**src/rtl/camera_dvp_tx.sv**
```systemverilog
// DVP camera transmitter: streams RGB565 pixels as vsync/href/byte traffic with internally generated frame timing.
// Optional build macro CAM_TX_PATTERN_EN adds an internal 8-bar colour generator selected by pattern_sel.
module camera_dvp_tx #(
  parameter int         H_ACTIVE    = 640,
  parameter int         H_BLANK     = 144,
  parameter int         V_ACTIVE    = 480,
  parameter int         VSYNC_LINES = 3,
  parameter int         VBP_LINES   = 17,
  parameter int         VFP_LINES   = 10,
  parameter logic [7:0] FILL_BYTE   = 8'h00
) (
  input  logic        p_clock,
  input  logic        rst_n,
  input  logic        enable,
  input  logic [15:0] s_pixel,
  input  logic        s_valid,
  output logic        s_ready,
  input  logic        pattern_sel,
  input  logic        underrun_clr,
  output logic        vsync,
  output logic        href,
  output logic [7:0]  p_data,
  output logic        frame_start,
  output logic        underrun
);

  localparam int L      = 2*H_ACTIVE + H_BLANK;
  localparam int BCNT_W = (L > 2) ? $clog2(L) : 1;
  localparam int LMAX1  = (VSYNC_LINES > VBP_LINES) ? VSYNC_LINES : VBP_LINES;
  localparam int LMAX2  = (V_ACTIVE > VFP_LINES) ? V_ACTIVE : VFP_LINES;
  localparam int LMAX   = (LMAX1 > LMAX2) ? LMAX1 : LMAX2;
  localparam int LCNT_W = (LMAX > 2) ? $clog2(LMAX) : 1;

  localparam logic [BCNT_W-1:0] B_LINE_END  = BCNT_W'(L - 1);
  localparam logic [BCNT_W-1:0] B_ACT_END   = BCNT_W'(2*H_ACTIVE - 1);
  localparam logic [LCNT_W-1:0] L_VSYNC_END = LCNT_W'(VSYNC_LINES - 1);
  localparam logic [LCNT_W-1:0] L_VBP_END   = LCNT_W'(VBP_LINES - 1);
  localparam logic [LCNT_W-1:0] L_VACT_END  = LCNT_W'(V_ACTIVE - 1);
  localparam logic [LCNT_W-1:0] L_VFP_END   = LCNT_W'(VFP_LINES - 1);

  typedef enum logic [2:0] {
    S_IDLE   = 3'd0,
    S_VSYNC  = 3'd1,
    S_VBP    = 3'd2,
    S_ACTIVE = 3'd3,
    S_BLANK  = 3'd4,
    S_VFP    = 3'd5
  } state_t;

  state_t            r_state;
  logic [BCNT_W-1:0] r_bcnt;
  logic [LCNT_W-1:0] r_lcnt;
  logic              r_vsync;
  logic              r_href;
  logic [7:0]        r_data;
  logic [7:0]        r_lo;
  logic              r_fs;
  logic              r_under;

  logic              w_line_end;
  logic              w_lcnt_last;
  logic              w_slot;
  logic              w_start;
  logic              w_fill;
  logic [15:0]       w_pix;

  assign w_line_end = (r_bcnt == B_LINE_END);

  // w_slot: the byte registered on this edge is the high byte of an active pixel
  always_comb begin
    w_lcnt_last = 1'b0;
    w_slot      = 1'b0;
    w_start     = 1'b0;
    case (r_state)
      S_IDLE: w_start = enable;
      S_VSYNC: w_lcnt_last = (r_lcnt == L_VSYNC_END);
      S_VBP: begin
        w_lcnt_last = (r_lcnt == L_VBP_END);
        w_slot      = w_line_end && w_lcnt_last;
      end
      S_ACTIVE: begin
        w_lcnt_last = (r_lcnt == L_VACT_END);
        w_slot      = r_bcnt[0] && (r_bcnt != B_ACT_END);
      end
      S_BLANK: begin
        w_lcnt_last = (r_lcnt == L_VACT_END);
        w_slot      = w_line_end && !w_lcnt_last;
      end
      S_VFP: begin
        w_lcnt_last = (r_lcnt == L_VFP_END);
        w_start     = w_line_end && w_lcnt_last && enable;
      end
      default: ;
    endcase
  end

`ifdef CAM_TX_PATTERN_EN
  logic              r_pat;
  logic [BCNT_W-1:0] w_bnext;
  logic [2:0]        w_bar;

  function automatic logic [15:0] bar_color(input logic [2:0] bar);
    case (bar)
      3'd0:    return 16'hFFFF;
      3'd1:    return 16'hFFE0;
      3'd2:    return 16'h07FF;
      3'd3:    return 16'h07E0;
      3'd4:    return 16'hF81F;
      3'd5:    return 16'hF800;
      3'd6:    return 16'h001F;
      default: return 16'h0000;
    endcase
  endfunction

  // Pixel loaded mid-line is x=(bcnt+1)/2; a load outside ACTIVE starts a line at x=0
  assign w_bnext = r_bcnt + BCNT_W'(1);
  assign w_bar   = (r_state == S_ACTIVE) ? 3'((32'(w_bnext >> 1) * 8) / H_ACTIVE) : 3'd0;
  assign w_pix   = r_pat ? bar_color(w_bar) : s_pixel;
  assign s_ready = w_slot && !r_pat;
  assign w_fill  = s_ready && !s_valid;

  always_ff @(posedge p_clock or negedge rst_n) begin
    if (!rst_n)       r_pat <= 1'b0;
    else if (w_start) r_pat <= pattern_sel;
  end
`else
  logic w_unused_pattern_sel;
  assign w_unused_pattern_sel = pattern_sel;
  assign w_pix   = s_pixel;
  assign s_ready = w_slot;
  assign w_fill  = w_slot && !s_valid;
`endif

  always_ff @(posedge p_clock or negedge rst_n) begin
    if (!rst_n) begin
      r_state <= S_IDLE;
      r_bcnt  <= '0;
      r_lcnt  <= '0;
      r_vsync <= 1'b0;
      r_href  <= 1'b0;
      r_data  <= '0;
      r_fs    <= 1'b0;
      r_under <= 1'b0;
    end else begin
      r_fs <= 1'b0;

      if (w_fill)            r_under <= 1'b1;
      else if (underrun_clr) r_under <= 1'b0;

      if (w_slot)                                     r_data <= w_fill ? FILL_BYTE : w_pix[15:8];
      else if (r_state == S_ACTIVE && !r_bcnt[0])     r_data <= r_lo;
      else                                            r_data <= '0;

      if (r_state != S_IDLE) begin
        r_bcnt <= w_line_end ? '0 : r_bcnt + BCNT_W'(1);
        if (w_line_end) r_lcnt <= w_lcnt_last ? '0 : r_lcnt + LCNT_W'(1);
      end

      case (r_state)
        S_IDLE: begin
          if (w_start) begin
            r_state <= S_VSYNC;
            r_vsync <= 1'b1;
            r_fs    <= 1'b1;
            r_bcnt  <= '0;
            r_lcnt  <= '0;
          end
        end
        S_VSYNC: begin
          if (w_line_end && w_lcnt_last) begin
            r_state <= S_VBP;
            r_vsync <= 1'b0;
          end
        end
        S_VBP: begin
          if (w_line_end && w_lcnt_last) begin
            r_state <= S_ACTIVE;
            r_href  <= 1'b1;
          end
        end
        S_ACTIVE: begin
          if (r_bcnt == B_ACT_END) begin
            r_state <= S_BLANK;
            r_href  <= 1'b0;
          end
        end
        S_BLANK: begin
          if (w_line_end) begin
            if (w_lcnt_last) begin
              r_state <= S_VFP;
            end else begin
              r_state <= S_ACTIVE;
              r_href  <= 1'b1;
            end
          end
        end
        S_VFP: begin
          if (w_start) begin
            r_state <= S_VSYNC;
            r_vsync <= 1'b1;
            r_fs    <= 1'b1;
          end else if (w_line_end && w_lcnt_last) begin
            r_state <= S_IDLE;
          end
        end
        default: r_state <= S_IDLE;
      endcase
    end
  end

  // Low byte is parked for one clock while the high byte is on the bus
  always_ff @(posedge p_clock) begin
    if (w_slot) r_lo <= w_fill ? FILL_BYTE : w_pix[7:0];
  end

  assign vsync       = r_vsync;
  assign href        = r_href;
  assign p_data      = r_data;
  assign frame_start = r_fs;
  assign underrun    = r_under;

endmodule

```
**config.mk**
```make
export PLATFORM = sky130hd
export DESIGN_NAME = camera_dvp_tx
export DESIGN_NICKNAME = d
export VERILOG_FILES = /design/src/rtl/camera_dvp_tx.sv
export SDC_FILE = /design/constraint.sdc
export NUM_CORES = 1
export LEC_CHECK = 0
export CORE_UTILIZATION = 40
export CTS_BUF_LIST = sky130_fd_sc_hd__clkbuf_4
export DETAILED_ROUTE_END_ITERATION = 10
export PLACE_DENSITY_LB_ADDON = 0.3
export RECOVER_POWER = 100
export SLEW_MARGIN = 20
export SYNTH_ARGS = -nofsm -noshare
export SYNTH_HDL_FRONTEND = slang
export SYNTH_SLANG_ARGS = --single-unit
export TNS_END_PERCENT = 20
```
**constraint.sdc**
```tcl
create_clock -name p_clock -period 3.3 [get_ports p_clock]
set_clock_uncertainty 0.1 [all_clocks]
set_input_delay 0.33 -clock p_clock [delete_from_list [all_inputs] [get_ports p_clock]]
set_output_delay 0.33 -clock p_clock [all_outputs]
set_load 0.01 [all_outputs]
```
==> results of run 1 <==
[stage by stage]
| stage | power [mW] | hold slack [ns] |
|---|---|---|
| finish | 0.913 | 0.378 |
| global route | 0.953 | 0.408 |
| CTS | 0.925 | 0.375 |
| detailed placement | 0.597 | 0.353 |
| global placement | 0.597 | 0.344 |
| floorplan | 0.563 | -0.0656 |
[per-layer routing]
metal	vias up	track usage	routed length, µm
li1	954	-	-
met1	958	0.260	2450
met2	53	0.302	2630
met3	4	0.0287	215
met4	0	0.0764	56
met5	-	0	0
[kinds of logic after synthesis]
logic type,count (synthesis),share of synthesized area
buffers and inverters,15,0.0315
AOI/OAI and AO/OA,66,0.208
adders and majority gates,5,0.0262
muxes,4,0.0184
and+or+nand+nor,104,0.248
DFF,43,0.468
[worst max path at each step]
stage,slack (ns),end,from
3_5_place_dp,0.64,s_ready,r_bcnt[0]$_DFF_PN0_
3_3_place_gp,0.66,s_ready,r_bcnt[0]$_DFF_PN0_
4_1_cts,0.24,s_ready,r_bcnt[0]$_DFF_PN0_
5_1_grt,0.04,s_ready,r_bcnt[0]$_DFF_PN0_
6_report,0.24,s_ready,r_bcnt[0]$_DFF_PN0_
2_1_floorplan,0.88,p_data[0]$_DFF_PN0_,r_bcnt[0]$_DFF_PN0_
[repair_timing]
| item | in CTS | in global routing |
|---|---|---|
| resized for setup | 0 | 0 |
| hold endpoints to repair | 35 | 0 |
| hold buffers | 1 | 0 |
[critical path, cell delays in order (launching register included)]
cell,delay (ns)
dfrtp_1,0.45
ha_1,0.23
and3_1,0.29
and3_1,0.40
o21a_1,0.20
a21o_2,0.10
dlygate4sd3_1,0.60
[synthesized netlist by cell type (2+ instances only)]
cell / n
or3_1: 3
clkbuf_1: 5
a21o_1: 2
o21ai_0: 18
ha_1: 5
nor2_1: 13
nand4_1: 8
mux2_2: 2
nor3b_1: 2
nand2b_1: 2
o31ai_1: 4
a21oi_2: 2
or2_2: 2
nor3_1: 7
nand2_1: 26
or3b_1: 2
and3_1: 8
buf_6: 2
a2111oi_4: 2
inv_1: 5
dfrtp_1: 35
buf_2: 3
nor2b_1: 9
o21a_1: 4
a31oi_1: 8
nand3b_1: 2
edfxtp_1: 8
a21oi_1: 7
a22o_1: 10
nand3_1: 9
[cell usage in the layout, fill, tap and decap left out, types with 3 or more instances in the layout]
cell type	n
dfrtp_1	35
nand2_1	26
clkdlybuf4s50_1	19
o21ai_0	18
dlygate4sd3_1	14
nor2_1	13
a22o_1	10
nor2b_1	9
nand3_1	9
nand4_1	8
a21oi_1	8
and3_1	8
a31oi_1	8
edfxtp_1	8
nor3_1	7
inv_1	5
o31ai_1	5
ha_1	5
clkbuf_4	5
o21a_1	4
or3_1	3
clkbuf_1	3
[report_power, final]
group          internal (mW)  switching [mW]
logic                 0.0263          0.0160
clock network          0.156           0.172
registers              0.541         0.00213
[state kept, by name, indices dropped and copies added (netlist names)]
register,cells
p_data,8
vsync,1
href,1
r_lcnt,9
r_lo,8
r_state,3
frame_start,1
r_bcnt,11
underrun,1
[cell type report]
type	count	area, µm²
Fill cell	515	2830
Multi-Input combinational cell	179	1160
Sequential cell	43	1120
Timing Repair Buffer	38	357
Tap cell	72	90.1
Clock inverter	3	38.8
Clock buffer	5	37.5
Inverter	5	18.8
==> flow_summary.ini, run 1 <==
[clock_tree]
cts_setup_buffers = 0
cts-buffers-inserted = 5
cts_tree = yes
clk_pin_slew_worst_paths_ns = 0.12
cts_max_level = 2
clk_latency_ns = 0.36
cts_sinks = 43
root_buffer = clkbuf_4
clock_path_buffers = 2

[power]
power_density_mw_per_mm2 = 324
leakage_nw = 1.23
ir_worst_vdd_mv = 0.164

[final_layout]
area_growth_pct = 18.0
layout-drive-gt1-share = 0.0769
nets = 299
fin_area_mm2 = 0.00282
final_core_util = 0.499
instances_no_fill = 345
n_antenna_cell = 0

[worst_setup_path]
worstReg2RegEnd = p_data[4]$_DFF_PN0_
start_kind = flop
end_kind = output pin
r2r-start = r_bcnt[0]$_DFF_PN0_
worstPathMaxFanout = 9
arrival_ns = 2.63
rrSetupSlack_ns = 0.40
crit_type = reg -> out
required_ns = 2.87
reg2reg_depth = 8

[synthesis]
synth_seq_area_share = 0.468
synth_edf_count = 8
synth_area_leaders = dfrtp_1 (37%), edfxtp_1 (10%), nand2_1 (4.1%)
ys_types = 52
syn-num-nets = 264
avgSynthCellArea_um2 = 10.1
yosysTopAreaCell = dfrtp_1
yosys_warnings = 0
synth_area_mm2 = 0.00238
netlist_instances = 237
synth_top_area_frac = 0.367
ys_ff_latch = 43
ys_async_sr_fraction = 0.814
ys.flop_type = dfrtp_1

[global_routing]
first_global_vias = 1906
antenna_found_initial = 0
grt_start_max_net_pins = 36
gr-total-overflow = 0
grt_first_pass_wirelength_mm = 9.23
track_usage = 0.191

[hold_path]
hold_depth = 1
hold_path_end = p_data[0]$_DFF_PN0_
hold_class = reg -> reg
min-delay-start = r_lo[0]$_SDFFCE_PP0N_

[die]
rows = 27
die_h_um = 79.2
die-area_mm2 = 0.00628
core_mm2 = 0.00564
io_pins = 35
die_x_um = 79.2
initial_core_util = 0.423

[timing]
maxSlewViolCount = 36
timing.final.crit_share = 0.926
fin_crit_ns = 3.06
finalWorstSetupSlack_ns = 0.245
fmax_mhz = 327
max-slew-margin-rel = -0.271
grt_setup_unrepaired = false
fin_tns_setup_ns = 0
hold_violations = 0
setup_viol = 0
tightest_slew_ns = 1.91

[placement]
preCtsSetupSlack_ns = 0.643
port_buffers = 33
gp_congestion = 0.829
place_area_mm2 = 0.00277
dp_cells = 336
hpwl_mm = 3.77

[detailed_routing]
drt_iter0_drc = 100
routed_wl_mm = 5.36
firstDrtPassIters = 4
routedWlPerCell_um = 15.5
avgViaCountPerCell = 5.71
ant_nets = 0
vias = 1969
post-route-drc-count = 0

[job]
drv_cap = 1

[run_status]
failed_checks = capacitance limit, slew limit
status = complete, but fails checks
(Power assumes the default switching activity.)
==> run 2, diff against run 1 <==
- CAP_MARGIN: unset -> 20
- CORE_UTILIZATION: 40 -> 50
==> flow_summary.ini, run 2 (same netlist as run 1, synthesis figures left out) <==
[clock_tree]
cts-buffers-inserted = 5
cts_tree = yes
clk_latency_ns = 0.35
clk_pin_slew_worst_paths_ns = 0.13
clock_path_buffers = 2
cts_max_level = 2
cts_hold_buffers = 0
cts_setup_buffers = 0
cts_sinks = 43
cts.repair.resized = 0
root_buffer = clkbuf_4

[timing]
timing.final.crit_share = 0.929
maxSlewViolCount = 36
finalWorstSetupSlack_ns = 0.236
fmax_mhz = 326
fin_crit_ns = 3.06
tightest_slew_ns = 1.87
hold_violations = 0
grt_setup_unrepaired = false
fin_tns_setup_ns = 0
setup_viol = 0
max-slew-margin-rel = -0.247

[hold_path]
hold_class = reg -> reg
hold_depth = 1
hold_path_end = p_data[3]$_DFF_PN0_
min-delay-start = r_lo[3]$_SDFFCE_PP0N_

[detailed_routing]
ant_nets = 0
post-route-drc-count = 0
firstDrtPassIters = 4
vias = 1992
drt_iter0_drc = 195
routed_wl_mm = 5.30
routedWlPerCell_um = 16.3
avgViaCountPerCell = 6.13

[final_layout]
n_antenna_cell = 0
fin_area_mm2 = 0.00277
regMostFlops = r_bcnt
nets = 299
layout-drive-gt1-share = 0.0806
seq_area_mm2 = 0.00112
reg_top3 = r_bcnt (11), r_lcnt (9)
fillCellCount = 390
largest_register_ffs = 11
final_common_cell = dfrtp_1
multi_input_area_mm2 = 0.00116
final_cell_mix = dfrtp_1 (35), nand2_1 (26), clkdlybuf4s50_1 (19), o21ai_0 (18), dlygate4sd3_1 (14)
area_growth_pct = 16.2

[placement]
gp_congestion = 0.830
place_area_mm2 = 0.00276
port_buffers = 33
hpwl_mm = 3.86
preCtsSetupSlack_ns = 0.655

[worst_setup_path]
path_cells = ha_1 -> and3_1 -> and3_1 -> o21a_1 -> a21o_2 -> dlygate4sd3_1
cpLargestDelayFamily = simple AND/OR/NAND/NOR gates
required_ns = 2.87
reg2reg_depth = 8
worstPathMaxFanout = 9
crit_top_cell = and3_1
rrSetupSlack_ns = 0.34
end_kind = output pin
cp_slowest_cell = dlygate4sd3_1
start_kind = flop
worstReg2RegEnd = p_data[7]$_DFF_PN0_
max_stage_delay_ns = 0.61
crit_buf_inv = 1
r2r-start = r_bcnt[0]$_DFF_PN0_
arrival_ns = 2.63
crit_type = reg -> out

[power]
leakage_nw = 1.21
ir_worst_vdd_mv = 0.208
power.total_mw = 0.843
power_density_mw_per_mm2 = 304

[job]
drv_cap = 1

[run_status]
status = complete, but fails checks
failed_checks = capacitance limit, slew limit

[global_routing]
grt_start_max_net_pins = 36
antenna_found_initial = 0
gr-total-overflow = 0
grt_first_pass_wirelength_mm = 8.79
track_usage = 0.228
first_global_vias = 1896

[die]
die-area_mm2 = 0.00505
io_pins = 35
die_x_um = 71.1
die_h_um = 71.1
rows = 24
initial_core_util = 0.533
core_mm2 = 0.00447
run 2: cell types whose count changed in the layout (fill, tap and decap cells not counted):
cell and change:
bufinv_16 -1, clkinv_1 -1, clkinvlp_4 +2
run 2: worst max-delay path by stage:
stage	cells past startpoint	startpoint	slack [ns]	to
6_report	6	r_bcnt[0]$_DFF_PN0_	0.24	s_ready
5_1_grt	6	r_bcnt[0]$_DFF_PN0_	0.09	s_ready
4_1_cts	6	r_bcnt[0]$_DFF_PN0_	0.23	s_ready
3_5_place_dp	6	r_bcnt[0]$_DFF_PN0_	0.65	s_ready
3_3_place_gp	6	r_bcnt[0]$_DFF_PN0_	0.67	s_ready
2_1_floorplan	10	r_bcnt[0]$_DFF_PN0_	0.88	p_data[0]$_DFF_PN0_
run 2: power by group:
group / internal (mW) / leakage [nW] / switching [mW] / total [mW]
Combinational: 0.0263 / 0.696 / 0.0161 / 0.0424
Clock: 0.0815 / 0.0272 / 0.176 / 0.257
Sequential: 0.541 / 0.491 / 0.00225 / 0.543
run 2: per-layer routing:
| layer | routed length, µm | vias to the layer above | share of wire | track usage |
|---|---|---|---|---|
| met5 | 0 | - | 0 | 0 |
| met3 | 198 | 10 | 0.037 | 0.0613 |
| li1 | - | 961 | - | - |
| met4 | 106 | 0 | 0.020 | 0.0800 |
| met2 | 2670 | 55 | 0.50 | 0.386 |
| met1 | 2330 | 966 | 0.44 | 0.283 |
run 2: area by class of cell:
| class | count | area share |
|---|---|---|
| clock buffers | 5 | 0.0135 |
| clock inverters | 3 | 0.00722 |
| inverters | 5 | 0.00677 |
| multi-input cells | 179 | 0.418 |
| flip-flops and latches | 43 | 0.403 |
| well taps | 52 | 0.0235 |
| repair buffers | 38 | 0.129 |
run 2: through the flow:
step	hold slack (ns)	utilization	cells
after detailed placement	0.352	0.617	317
after CTS	0.281	0.630	325
after global placement	0.347	0.617	317
after floorplan	-0.0656	-	237
final	0.381	0.619	325
after global routing	0.404	0.619	325
==> run 3, diff against run 2 <==
- PLACE_DENSITY: unset -> 0.75
- PLACE_DENSITY_LB_ADDON: 0.3 -> unset
==> flow_summary.ini, run 3 (same netlist as run 1, synthesis figures left out) <==
[job]
drv_cap = 1

[power]
ir_worst_vdd_mv = 0.253
leakage_nw = 1.23
power_density_mw_per_mm2 = 328

[worst_setup_path]
worstPathMaxFanout = 14
max_stage_delay_ns = 0.58
arrival_ns = 2.66
required_ns = 2.87
crit_buf_inv = 1
path_cells = or3b_1 -> nor4_4 -> o21a_1 -> a21o_2 -> clkdlybuf4s50_1
end_kind = output pin
cp_slowest_cell = clkdlybuf4s50_1
rrSetupSlack_ns = 0.58
cpLargestDelayFamily = simple AND/OR/NAND/NOR gates
start_kind = flop
crit_type = reg -> out

[die]
die_h_um = 71.1
die_x_um = 71.1
die-area_mm2 = 0.00505
rows = 24
initial_core_util = 0.533
core_mm2 = 0.00447
io_pins = 35

[final_layout]
n_antenna_cell = 0
regMostFlops = r_bcnt
final_common_cell = dfrtp_1
largest_register_ffs = 11
final_core_util = 0.626
nets = 300
reg_top3 = r_bcnt (11), r_lcnt (9)
final_cell_mix = dfrtp_1 (33), nand2_1 (26), clkdlybuf4s50_1 (20), o21ai_0 (18)
area_growth_pct = 17.4
fin_area_mm2 = 0.00280
layout-drive-gt1-share = 0.0876

[timing]
worst_hold_slack_ns = 0.379
maxSlewViolCount = 36
fin_crit_ns = 3.09
hold_violations = 0
fin_tns_setup_ns = 0
tightest_slew_ns = 1.83
timing.final.crit_share = 0.936
setup_viol = 0
fmax_mhz = 324
grt_setup_unrepaired = false
max-slew-margin-rel = -0.218

[clock_tree]
cts_tree = yes
cts_setup_buffers = 0
clk_latency_ns = 0.35
cts-buffers-inserted = 5
clk_pin_slew_worst_paths_ns = 0.13
cts_sinks = 43
root_buffer = clkbuf_4
cts_max_level = 2
clock_path_buffers = 2

[detailed_routing]
avgViaCountPerCell = 5.94
firstDrtPassIters = 8
post-route-drc-count = 2
routed_wl_mm = 5.03
vias = 1935
drt_iter0_drc = 148
ant_nets = 0
routedWlPerCell_um = 15.4

[global_routing]
grt_first_pass_wirelength_mm = 8.78
first_global_vias = 1837
grt_start_max_net_pins = 36
antenna_found_initial = 0
track_usage = 0.223
gr-total-overflow = 0

[placement]
hpwl_mm = 3.64
gp_congestion = 0.809
place_area_mm2 = 0.00276
port_buffers = 33

[run_status]
failed_checks = DRC, capacitance limit, slew limit
status = complete, but fails checks

[hold_path]
hold_class = reg -> reg
-- run 3: cell count changes in the layout (fill, tap and decap cells not counted), sizes merged --
cell	change
clkinvlp	-2
buf	+1
bufinv	+1
clkdlybuf4s50	+1
clkinv	+1
dlygate4sd3	-1
-- run 3: layer usage --
metal  track usage  share of wire  vias up
li1              -              -      959
met3        0.0456          0.032       10
met5             0              0        -
met1         0.307           0.48      930
met4        0.0756          0.017        0
met2         0.353           0.47       36
-- run 3: cell type report --
type,instances,area [µm²]
tap,52,65.1
clock buffer,5,37.5
multi-input combinational,179,1150
clock inverter,3,43.8
inverter,5,18.8
sequential,43,1120
fill,403,1680
timing repair buffer,39,364
-- run 3: repair_timing --
action,CTS,global route
hold buffers,1,0
resized for setup,0,2
endpoints found under the setup margin,0,1
endpoints found under the hold margin,35,0
-- run 3: worst paths after layout --
path                                           to  depth (start not counted)                    from
max reg2reg                r_state[0]$_DFFE_PN0P_                          8     r_lcnt[0]$_DFF_PN0_
min reg2reg                   p_data[5]$_DFF_PN0_                          1   r_lo[5]$_SDFFCE_PP0N_
max in group asynchronous  r_state[0]$_DFFE_PN0P_                          2                   rst_n
min                           p_data[5]$_DFF_PN0_                          1   r_lo[5]$_SDFFCE_PP0N_
max                                       s_ready                          5  r_state[0]$_DFFE_PN0P_
min in group asynchronous     r_lcnt[4]$_DFF_PN0_                          2                   rst_n
-- run 3: worst reg2reg max path, delay by kind of cell, from the launching register on --
family / cells / cell delay (ns)
simple gates: 3 / 0.55
flops: 1 / 0.46
buf+inv: 1 / 0.13
mux: 1 / 0.31
compound gates: 2 / 0.92
fa+ha+maj: 1 / 0.15
-- run 3: power breakdown --
group | switching, mW | total [mW] | internal [mW]
logic | 0.0156 | 0.0418 | 0.0263
registers | 0.00222 | 0.543 | 0.541
clock network | 0.173 | 0.333 | 0.160
total | 0.191 | 0.918 | 0.727
-- run 3: per-stage QoR --
stage               instances  worst slack [ns]  total power, mW
global route              326            0.0660            0.956
CTS                       326             0.114            0.929
floorplan                 237             0.880            0.563
detailed placement        317             0.516            0.596
global placement          317             0.524            0.596
finish                    326             0.212            0.918
